--- src/rtl/wb_burst_master_if.sv ---
// rtl/wb_burst_master_if.sv - command handshake and Wishbone B3 bus bundle for wb_burst_master
interface wb_burst_master_if;
    logic        cmd_valid_i;
    logic        cmd_ready_o;
    logic        cmd_we_i;
    logic [31:0] cmd_addr_i;
    logic [7:0]  cmd_len_i;
    logic        wb_cyc_o;
    logic        wb_stb_o;
    logic        wb_we_o;
    logic [31:0] wb_addr_o;
    logic [3:0]  wb_sel_o;
    logic [31:0] wb_dat_o;
    logic [2:0]  wb_cti_o;
    logic [31:0] wb_dat_i;
    logic        wb_ack_i;

    modport master (
        input  cmd_valid_i, cmd_we_i, cmd_addr_i, cmd_len_i, wb_dat_i, wb_ack_i,
        output cmd_ready_o, wb_cyc_o, wb_stb_o, wb_we_o, wb_addr_o, wb_sel_o,
               wb_dat_o, wb_cti_o
    );

    modport slave (
        output cmd_valid_i, cmd_we_i, cmd_addr_i, cmd_len_i, wb_dat_i, wb_ack_i,
        input  cmd_ready_o, wb_cyc_o, wb_stb_o, wb_we_o, wb_addr_o, wb_sel_o,
               wb_dat_o, wb_cti_o
    );
endinterface

--- src/rtl/wb_burst_master.sv ---
// rtl/wb_burst_master.sv - Wishbone incrementing-burst master with address-pattern data and read checking
module wb_burst_master #(
    parameter logic [31:0] SEED    = 32'hA5A5_0000,
    parameter int          TIMEOUT = 1024
) (
    input  logic                      wb_clk_i,
    input  logic                      wb_rst_i,
    wb_burst_master_if.master         bus,
    output logic                      busy_o,
    output logic                      done_o,
    output logic                      timeout_o,
    output logic [15:0]               err_cnt_o
);
    localparam int WD_W = $clog2(TIMEOUT + 1);

    typedef enum logic [1:0] {S_IDLE, S_BURST, S_DONE} state_t;

    state_t        state_q;
    logic          cyc_q, we_q, cmd_ready_q, busy_q, done_q, timeout_q;
    logic [31:0]   addr_q, dat_q;
    logic [2:0]    cti_q;
    logic [3:0]    sel_q;
    logic [8:0]    rem_q;
    logic [WD_W-1:0] wdog_q;
    logic [15:0]   err_cnt_q;

    logic [31:0]   start_addr, addr_d;
    logic [8:0]    start_len, rem_d;
    logic [15:0]   err_d;
    logic          mismatch;

    function automatic logic [31:0] pat(input logic [31:0] a);
        return (a & ~32'h3) ^ SEED;
    endfunction

    always_comb begin
        start_addr = bus.cmd_addr_i & ~32'h3;
        start_len  = (bus.cmd_len_i == 8'd0) ? 9'd256 : {1'b0, bus.cmd_len_i};
        addr_d     = addr_q + 32'd4;
        rem_d      = rem_q - 9'd1;
        mismatch   = !we_q && (bus.wb_dat_i != pat(addr_q));
        err_d      = (mismatch && err_cnt_q != 16'hFFFF) ? err_cnt_q + 16'd1 : err_cnt_q;
    end

    always_ff @(posedge wb_clk_i) begin
        if (wb_rst_i) begin
            state_q     <= S_IDLE;
            cyc_q       <= 1'b0;
            we_q        <= 1'b0;
            addr_q      <= 32'd0;
            dat_q       <= 32'd0;
            sel_q       <= 4'h0;
            cti_q       <= 3'b000;
            rem_q       <= 9'd0;
            wdog_q      <= '0;
            cmd_ready_q <= 1'b1;
            busy_q      <= 1'b0;
            done_q      <= 1'b0;
            timeout_q   <= 1'b0;
            err_cnt_q   <= 16'd0;
        end else begin
            done_q <= 1'b0;
            case (state_q)
                S_IDLE: begin
                    if (bus.cmd_valid_i) begin
                        we_q        <= bus.cmd_we_i;
                        addr_q      <= start_addr;
                        dat_q       <= pat(start_addr);
                        rem_q       <= start_len;
                        cti_q       <= (start_len == 9'd1) ? 3'b000 : 3'b010;
                        sel_q       <= 4'hF;
                        wdog_q      <= '0;
                        cyc_q       <= 1'b1;
                        cmd_ready_q <= 1'b0;
                        busy_q      <= 1'b1;
                        state_q     <= S_BURST;
                    end
                end
                S_BURST: begin
                    // an ack wins over a watchdog expiring on the same edge
                    if (bus.wb_ack_i) begin
                        err_cnt_q <= err_d;
                        wdog_q    <= '0;
                        addr_q    <= addr_d;
                        dat_q     <= pat(addr_d);
                        rem_q     <= rem_d;
                        if (rem_q == 9'd1) begin
                            cyc_q   <= 1'b0;
                            sel_q   <= 4'h0;
                            done_q  <= 1'b1;
                            state_q <= S_DONE;
                        end else begin
                            cti_q <= (rem_d == 9'd1) ? 3'b111 : 3'b010;
                        end
                    end else if (wdog_q == WD_W'(TIMEOUT - 1)) begin
                        cyc_q     <= 1'b0;
                        sel_q     <= 4'h0;
                        timeout_q <= 1'b1;
                        done_q    <= 1'b1;
                        state_q   <= S_DONE;
                    end else begin
                        wdog_q <= wdog_q + 1'b1;
                    end
                end
                S_DONE: begin
                    cmd_ready_q <= 1'b1;
                    busy_q      <= 1'b0;
                    state_q     <= S_IDLE;
                end
                default: state_q <= S_IDLE;
            endcase
        end
    end

    assign bus.cmd_ready_o = cmd_ready_q;
    assign bus.wb_cyc_o    = cyc_q;
    assign bus.wb_stb_o    = cyc_q;
    assign bus.wb_we_o     = we_q;
    assign bus.wb_addr_o   = addr_q;
    assign bus.wb_dat_o    = dat_q;
    assign bus.wb_sel_o    = sel_q;
    assign bus.wb_cti_o    = cti_q;
    assign busy_o          = busy_q;
    assign done_o          = done_q;
    assign timeout_o       = timeout_q;
    assign err_cnt_o       = err_cnt_q;
endmodule
--- src/flat_wrapper.sv ---
// flat-port wrapper written by rule: the top's interface ports become plain ports
module wb_burst_master_flat 
#(
    parameter logic [31:0] SEED    = 32'hA5A5_0000,
    parameter int          TIMEOUT = 1024
)
  (wb_clk_i, wb_rst_i, busy_o, done_o, timeout_o, err_cnt_o, bus_cmd_valid_i, bus_cmd_we_i, bus_cmd_addr_i, bus_cmd_len_i, bus_wb_dat_i, bus_wb_ack_i, bus_cmd_ready_o, bus_wb_cyc_o, bus_wb_stb_o, bus_wb_we_o, bus_wb_addr_o, bus_wb_sel_o, bus_wb_dat_o, bus_wb_cti_o);
  wb_burst_master_if bus_i ();
  input  logic wb_clk_i;
  input  logic wb_rst_i;
  output logic busy_o;
  output logic done_o;
  output logic timeout_o;
  output logic [15:0] err_cnt_o;
  input wire logic [$bits(bus_i.cmd_valid_i)-1:0] bus_cmd_valid_i;
  input wire logic [$bits(bus_i.cmd_we_i)-1:0] bus_cmd_we_i;
  input wire logic [$bits(bus_i.cmd_addr_i)-1:0] bus_cmd_addr_i;
  input wire logic [$bits(bus_i.cmd_len_i)-1:0] bus_cmd_len_i;
  input wire logic [$bits(bus_i.wb_dat_i)-1:0] bus_wb_dat_i;
  input wire logic [$bits(bus_i.wb_ack_i)-1:0] bus_wb_ack_i;
  output wire logic [$bits(bus_i.cmd_ready_o)-1:0] bus_cmd_ready_o;
  output wire logic [$bits(bus_i.wb_cyc_o)-1:0] bus_wb_cyc_o;
  output wire logic [$bits(bus_i.wb_stb_o)-1:0] bus_wb_stb_o;
  output wire logic [$bits(bus_i.wb_we_o)-1:0] bus_wb_we_o;
  output wire logic [$bits(bus_i.wb_addr_o)-1:0] bus_wb_addr_o;
  output wire logic [$bits(bus_i.wb_sel_o)-1:0] bus_wb_sel_o;
  output wire logic [$bits(bus_i.wb_dat_o)-1:0] bus_wb_dat_o;
  output wire logic [$bits(bus_i.wb_cti_o)-1:0] bus_wb_cti_o;
  assign bus_i.cmd_valid_i = bus_cmd_valid_i;
  assign bus_i.cmd_we_i = bus_cmd_we_i;
  assign bus_i.cmd_addr_i = bus_cmd_addr_i;
  assign bus_i.cmd_len_i = bus_cmd_len_i;
  assign bus_i.wb_dat_i = bus_wb_dat_i;
  assign bus_i.wb_ack_i = bus_wb_ack_i;
  assign bus_cmd_ready_o = bus_i.cmd_ready_o;
  assign bus_wb_cyc_o = bus_i.wb_cyc_o;
  assign bus_wb_stb_o = bus_i.wb_stb_o;
  assign bus_wb_we_o = bus_i.wb_we_o;
  assign bus_wb_addr_o = bus_i.wb_addr_o;
  assign bus_wb_sel_o = bus_i.wb_sel_o;
  assign bus_wb_dat_o = bus_i.wb_dat_o;
  assign bus_wb_cti_o = bus_i.wb_cti_o;
  wb_burst_master #(.SEED(SEED), .TIMEOUT(TIMEOUT)) u_core (.wb_clk_i(wb_clk_i), .wb_rst_i(wb_rst_i), .bus(bus_i), .busy_o(busy_o), .done_o(done_o), .timeout_o(timeout_o), .err_cnt_o(err_cnt_o));
endmodule
--- config.mk ---
export PLATFORM = sky130hd
export DESIGN_NAME = wb_burst_master_flat
export DESIGN_NICKNAME = d
export VERILOG_FILES = /design/src/rtl/wb_burst_master_if.sv /design/src/rtl/wb_burst_master.sv /design/src/flat_wrapper.sv
export SDC_FILE = /design/constraint.sdc
export NUM_CORES = 1
export LEC_CHECK = 0
export ABC_AREA = 1
export BUFFER_PORTS_ARGS = -buffer_cell sky130_fd_sc_hd__buf_2
export CORE_MARGIN = 3
export CORE_UTILIZATION = 48
export DETAILED_ROUTE_END_ITERATION = 8
export PLACE_DENSITY = 0.88
export SLEW_MARGIN = 0
export SYNTH_ARGS = -nofsm -noshare
export SYNTH_HDL_FRONTEND = slang
export SYNTH_SLANG_ARGS = --single-unit
--- constraint.sdc ---
create_clock -name wb_clk_i -period 1.65 [get_ports wb_clk_i]
set_input_delay 0.4125 -clock wb_clk_i [delete_from_list [all_inputs] [get_ports wb_clk_i]]
set_output_delay 0.4125 -clock wb_clk_i [all_outputs]
set_load 0.02 [all_outputs]
* Word-level counts from Yosys, hierarchy flattened
Cells that the tools add are included.
** Cells by class
- Bitwise gates (word level) :: 5
- Reduce and logical (&&, ||, !) cells :: 17
- Equality and inequality tests :: 14
- Muxes and demuxes :: 41
- $add $sub $neg :: 4
** Operator list (number)
- two-way mux 32 bit :: 4
- one-hot mux 32 bit (2 select lines) :: 2
- two-way mux 11 bit :: 3
- adder 32 x 3 -> 32 bit, second input constant :: 1
- != test 32 bit :: 1
- == test 9 x 1 -> 1 bit, second input constant :: 3
- two-way mux 9 bit :: 3
- NOT 8 bit :: 3
- one-hot mux 11 bit (2 select lines) :: 1
- one-hot mux 9 bit (2 select lines) :: 1
- adder 16 x 1 -> 16 bit, second input constant :: 1
- two-way mux 4 bit :: 4
- != test 16 bit, second input constant :: 1
- AND reduction 3 bit :: 5
- two-way mux 3 bit :: 4
- adder 11 x 1 -> 11 bit, second input constant :: 1
- == test 11 x 10 -> 1 bit, second input constant :: 1
- two-way mux 2 bit :: 5
- subtractor 9 x 1 -> 9 bit, second input constant :: 1
- logical NOT 8 bit :: 1
- two-way mux 1 bit :: 8
- one-hot mux 4 bit (2 select lines) :: 1
- AND reduction 4 bit :: 2
- != test 2 bit, second input constant :: 3
- 14 further kinds :: 21
** Storage, ports and cells
- Register bits :: 115
- Logic and storage cells :: 95
- Output and inout port bits :: 94

* Logic depth before layout (Yosys ltp)
- Depth after elaboration :: 6
- Depth in mapped cells :: 13

* Least setup slack after synthesis
No wires, ideal clock.
- Kind :: register to register
- Start :: register u_core.addr_q[2], in the netlist u_core.bus.wb_addr_o[2]
- End :: register u_core.addr_q[22], in the netlist u_core.bus.wb_addr_o[22]
- Data required time :: 1.541 ns
- Library setup time :: 0.109 ns
- Period minus slack after synthesis :: 1.812 ns
- Setup slack :: -0.162 ns
- Stages on the path, launching flop included :: 13
- Data arrival time :: 1.703 ns
- Cells stage by stage :: dfxtp_1 -> ha_1 -> nand2_1 -> nor2_1 -> nand2_1 -> nor2_1 -> inv_1 -> nor2_1 -> nand2_1 -> nand2_1 -> nand3_1 -> nand2_1 -> inv_1
** Between the ends
- Word-level cells in the longest chain between the ends :: 3
** Ends and longest elaborated chain
- start, declared :: RTL line wb_burst_master.sv:20 : logic [31:0] addr_q, dat_q;
- start signal, assigned :: RTL line wb_burst_master.sv:67 : addr_q <= start_addr;
- start signal, assigned :: RTL line wb_burst_master.sv:84 : addr_q <= addr_d;
- adder 32 x 3 -> 32 bit :: RTL line wb_burst_master.sv:39 : addr_d = addr_q + 32'd4;
- two-way mux 32 bit :: RTL line wb_burst_master.sv:81 : if (bus.wb_ack_i) begin
- one-hot mux 32 bit (2 select lines) :: RTL line wb_burst_master.sv:63 : case (state_q)
Every way passes these cells. The select of a mux whose other input is x is not followed.
A chain may end at the register's enable or synchronous reset.

* Worst setup path in the final report
- Start :: register u_core.addr_q[2], in the netlist u_core.bus.wb_addr_o[2]
- End :: register u_core.err_cnt_q[6], in the netlist u_core.err_cnt_o[6]
** Between the ends
- Word-level cells in the longest chain between the ends :: 4
** Ends and longest elaborated chain
- != test 32 bit :: RTL line wb_burst_master.sv:41 : mismatch = !we_q && (bus.wb_dat_i != pat(addr_q));
- logical AND 1 bit :: RTL line wb_burst_master.sv:41
- logical AND 1 bit :: RTL line wb_burst_master.sv:42 : err_d = (mismatch && err_cnt_q != 16'hFFFF) ? err_cnt_q + 16'd1 : err_cnt_q;
- AND reduction 3 bit (no source line)
- end signal, assigned :: RTL line wb_burst_master.sv:82 : err_cnt_q <= err_d;
- end, declared :: RTL line wb_burst_master.sv:25 : logic [15:0] err_cnt_q;
Every way passes these cells.

==> flow_metrics.env <==
export IMPL_rsz0062_at_grt="yes"
export IMPL_synth_compound_area_share_pct=13.73
export IMPL_io_pins=171
export IMPL_hold_end="u_core.bus.wb_cti_o[1]$_SDFFE_PP0P_"
export IMPL_die_h_microns=114.7
export IMPL_nets=1237
export IMPL_cpPeakStageDelay_ns=0.36
export IMPL_status="complete, but fails checks"
export IMPL_timing_hold_violations_final=0
export IMPL_irDropWorstVdd_mv=0.6109
export IMPL_drv_slew=0
export IMPL_cts_made_buffers=9
export IMPL_worstRegToRegCells=10
export IMPL_wirelength_mm=19.07
export IMPL_synth_seq_cells=84
export IMPL_grt_pass1_wl_mm=29.21
export IMPL_yosysTopAreaCell="dfxtp_1"
export IMPL_finalPower_mw=6.806
export IMPL_via_per_inst=5.411
export IMPL_yosysSeqAreaShare_pct=29.63
export IMPL_critPathLaunch="u_core.bus.wb_addr_o[2]$_SDFFE_PP0P_"
export IMPL_r2r_start="u_core.bus.wb_addr_o[2]$_SDFFE_PP0P_"
export IMPL_tns_ns=-0.04669
export IMPL_cp_max_fo=16
export IMPL_cts_buffer_depth=2
export IMPL_antenna_cells=0
export IMPL_synth_area_sq_um=5675
export IMPL_area_growth_pct=36.05
export IMPL_die_w_microns=114.7
export IMPL_required_ns=1.87
export IMPL_grt_max_degree=52
export IMPL_first_global_vias=6209
export IMPL_dieArea_sq_um=13160
export IMPL_grt_overflow_total=0
export IMPL_yosys_warnings=0
export IMPL_syn_avg_cell_area_sq_um=5.974
export IMPL_criticalPathCategory="reg -> reg"
export IMPL_fin_skew_ns=0.01032
export IMPL_track_usage_pct=26.96
export IMPL_yosys_area_share_simple_pct=35.80
export IMPL_cp_slowest_cell="dfxtp_4"
export IMPL_max_cap_violations=0
export IMPL_cp_arrival_ns=1.88
export IMPL_leakagePower_nw=3.832
export IMPL_layoutNonFillerInstCount=1302
export IMPL_initial_core_util_pct=49.49
export IMPL_violations="negative setup slack"
export IMPL_synth_cells=950
export IMPL_port_buffers=164
export IMPL_postLayoutCoreUtil_pct=67.33
export IMPL_drtIter0Drc=688
export IMPL_dp_cells=1278
export IMPL_synth_area_leaders="dfxtp_1 (30%), nand2_1 (19%), inv_1 (8.6%)"
export IMPL_setup_viol=8
export IMPL_dpl_instance_area_sq_um=6979
export IMPL_cts_num_sinks=84
export IMPL_fin_ws_ns=-0.009538
export IMPL_place_ws_ns=-0.1149
export IMPL_place_congestion=0.9735
export IMPL_path_clk_slew_ns=0.07
export IMPL_synth_cell_types=39
export IMPL_firstDrtPassIters=8
export IMPL_synthMuxAreaShare_pct=0
export IMPL_cts_root_buf="clkbuf_16"
export IMPL_fin_crit_sh_pct=100.6
export IMPL_antenna_found_initial=0
export IMPL_rows=39
export IMPL_crit_buf_inv=2
export IMPL_synth_xor_area_share_pct=3.858
export IMPL_cp_start_kind="register"
export IMPL_synth_adder_area_share_pct=1.323
export IMPL_hold_start="bus_cmd_len_i[0]"
export IMPL_fmax_mhz=602.6
export IMPL_synth_top_area_share_pct=29.63
export IMPL_crit_family="simple AND/OR/NAND/NOR gates"
export IMPL_hold_depth=2
export IMPL_detail_route_antenna_nets=0
export IMPL_core_sq_um=11470
export IMPL_nFillCells=926
export IMPL_vias=7045
export IMPL_regToRegSetupSlack_ns=-0.01
export IMPL_cts_tree="built"
export IMPL_crit_chain="buf_4 -> xnor2_1 -> nand2_1 -> nor2_2 -> nand2_2 -> nor2_4 -> nand2_4 -> buf_8 -> nand3_1 -> a21oi_1"
export IMPL_synth_top_family_by_area="simple AND/OR/NAND/NOR gates"
export IMPL_wire_per_inst_microns=14.64
export IMPL_dp_hpwl_mm=13.41
export IMPL_fin_area_sq_um=7721
export IMPL_worstSetupEndpointType="register"
export IMPL_powerDensity_nw_per_um2=881.5
export IMPL_drc_errors=0
export IMPL_fin_crit_ns=1.660
export IMPL_clk_latency_ns=0.34
export IMPL_hold_ws_ns=0.3178
export IMPL_htree_num_levels=3
export IMPL_r2r_end="u_core.err_cnt_o[6]$_SDFFE_PP0P_"
export IMPL_drive_gt1_share_pct=32.44
export IMPL_worst_hold_path_type="in -> reg"
[Yosys cell counts]
| cell | instances |
|---|---|
| clkbuf_2 | 1 |
| ha_1 | 6 |
| inv_2 | 3 |
| dfxtp_1 | 84 |
| a31oi_4 | 1 |
| nor3_2 | 2 |
| o21bai_1 | 1 |
| nor4_1 | 2 |
| o211a_1 | 1 |
| nand3b_1 | 1 |
| conb_1 | 1 |
| nand4_1 | 12 |
| a32o_1 | 1 |
| nand3_1 | 63 |
| or2_1 | 1 |
| nor3_1 | 18 |
| xor2_1 | 21 |
| xnor2_1 | 4 |
| o21ai_0 | 62 |
| buf_4 | 34 |
| a31oi_1 | 5 |
| a211oi_1 | 1 |
| or2_2 | 2 |
| a21oi_1 | 53 |
| nand2_1 | 283 |
| o211ai_1 | 2 |
| a21boi_0 | 1 |
| a41oi_1 | 1 |
| nor2_4 | 1 |
| o22ai_1 | 6 |
| o31ai_1 | 2 |
| nand2_2 | 1 |
| nor2_1 | 110 |
| buf_2 | 7 |
| inv_1 | 130 |
| o32ai_1 | 2 |
| clkbuf_1 | 21 |
| buf_6 | 1 |
| a22oi_1 | 2 |
[how the worst max path moves through the flow]
stage                                                       end  slack, ns  depth (start not counted)
after floorplan           u_core.bus.wb_addr_o[22]$_SDFFE_PP0P_     -0.005                         12
after global placement         u_core.err_cnt_o[0]$_SDFFE_PP0P_      -0.08                         12
after global routing           u_core.err_cnt_o[1]$_SDFFE_PP0P_      -0.11                         12
after CTS                 u_core.bus.wb_addr_o[28]$_SDFFE_PP0P_    0.00003                          9
after detailed placement  u_core.bus.wb_addr_o[22]$_SDFFE_PP0P_      -0.11                         12
final                          u_core.err_cnt_o[6]$_SDFFE_PP0P_      -0.01                         10
[cell type report]
type	count	area (sq um)	share of cell area (%)
Inverter	133	499.2	6.466
Tap cell	143	178.9	2.317
Sequential cell	84	1735	22.48
Timing Repair Buffer	253	1564	20.26
Clock inverter	5	42.54	0.5510
Multi-Input combinational cell	673	3437	44.51
Clock buffer	11	264.0	3.419
[layout by cell type, fill, tap and decap left out, drive strengths merged]
cell	n
a211oi	1
o211a	1
a21oi	53
inv	134
buf	253
clkbuf	11
nand3	63
dfxtp	84
nor4	2
o32ai	2
o22ai	6
o21bai	1
o21ai	62
a31oi	6
conb	4
nor2	111
o211ai	2
nand4	12
clkinv	1
a32o	1
nor3	20
xnor2	4
nand3b	1
a41oi	1
clkinvlp	3
nand2	285
a21boi	1
ha	6
or2	3
xor2	21
o31ai	2
a22oi	2
[flip-flops by register name, summed over array words and instances (netlist names)]
register / count
u_core.timeout_o: 1
u_core.bus.wb_addr_o: 30
u_core.rem_q: 9
u_core.busy_o: 1
u_core.bus.wb_we_o: 1
u_core.wdog_q: 11
u_core.bus.wb_cti_o: 2
u_core.done_o: 1
u_core.state_q: 2
u_core.err_cnt_o: 16
u_core.bus.wb_sel_o: 1
u_core.bus.wb_dat_o: 8
u_core.bus.cmd_ready_o: 1
[worst register-to-register path: stages, from the launching register on]
cell	delay [ns]
dfxtp_4	0.36
buf_4	0.14
xnor2_1	0.14
nand2_1	0.10
nor2_2	0.16
nand2_2	0.12
nor2_4	0.12
nand2_4	0.10
buf_8	0.17
nand3_1	0.08
a21oi_1	0.07
[kinds of logic (layout without fill, tap and decap cells)]
| kind of cell | Yosys count | in the layout |
|---|---|---|
| AND/OR/NAND/NOR | 496 | 497 |
| flip-flops | 84 | 84 |
| AO/OA/AOI/OAI | 141 | 141 |
| adder cells (fa/ha/maj) | 6 | 6 |
| other | 1 | 4 |
| XOR/XNOR | 25 | 25 |
| buffers and inverters | 197 | 402 |
[what timing repair did]
item / in CTS / in global routing
pin swaps: 0 / 26
setup buffers: 0 / 6
gates cloned: 0 / 2
hold buffers: 0 / 0
resized for setup: 15 / 115
setup endpoints to repair: 36 / 72
[per-layer routing]
| layer | share of wire, % | wire (microns) | GRT usage (%) | up-vias |
|---|---|---|---|---|
| met4 | 4.0 | 770 | 7.903 | 0 |
| met3 | 9.9 | 1881 | 4.421 | 82 |
| met5 | 0 | 0 | 0 | - |
| li1 | - | - | - | 3378 |
| met1 | 40 | 7540 | 36.28 | 3161 |
| met2 | 47 | 8873 | 44.74 | 424 |
[power breakdown]
| part | leakage (nW) | internal [mW] | total (mW) | switching, mW |
|---|---|---|---|---|
| Combinational | 2.99 | 0.831 | 2.26 | 1.43 |
| Sequential | 0.701 | 2.23 | 2.46 | 0.225 |
| Clock | 0.141 | 1.17 | 2.09 | 0.919 |
Power figures use the tool's default switching activity.
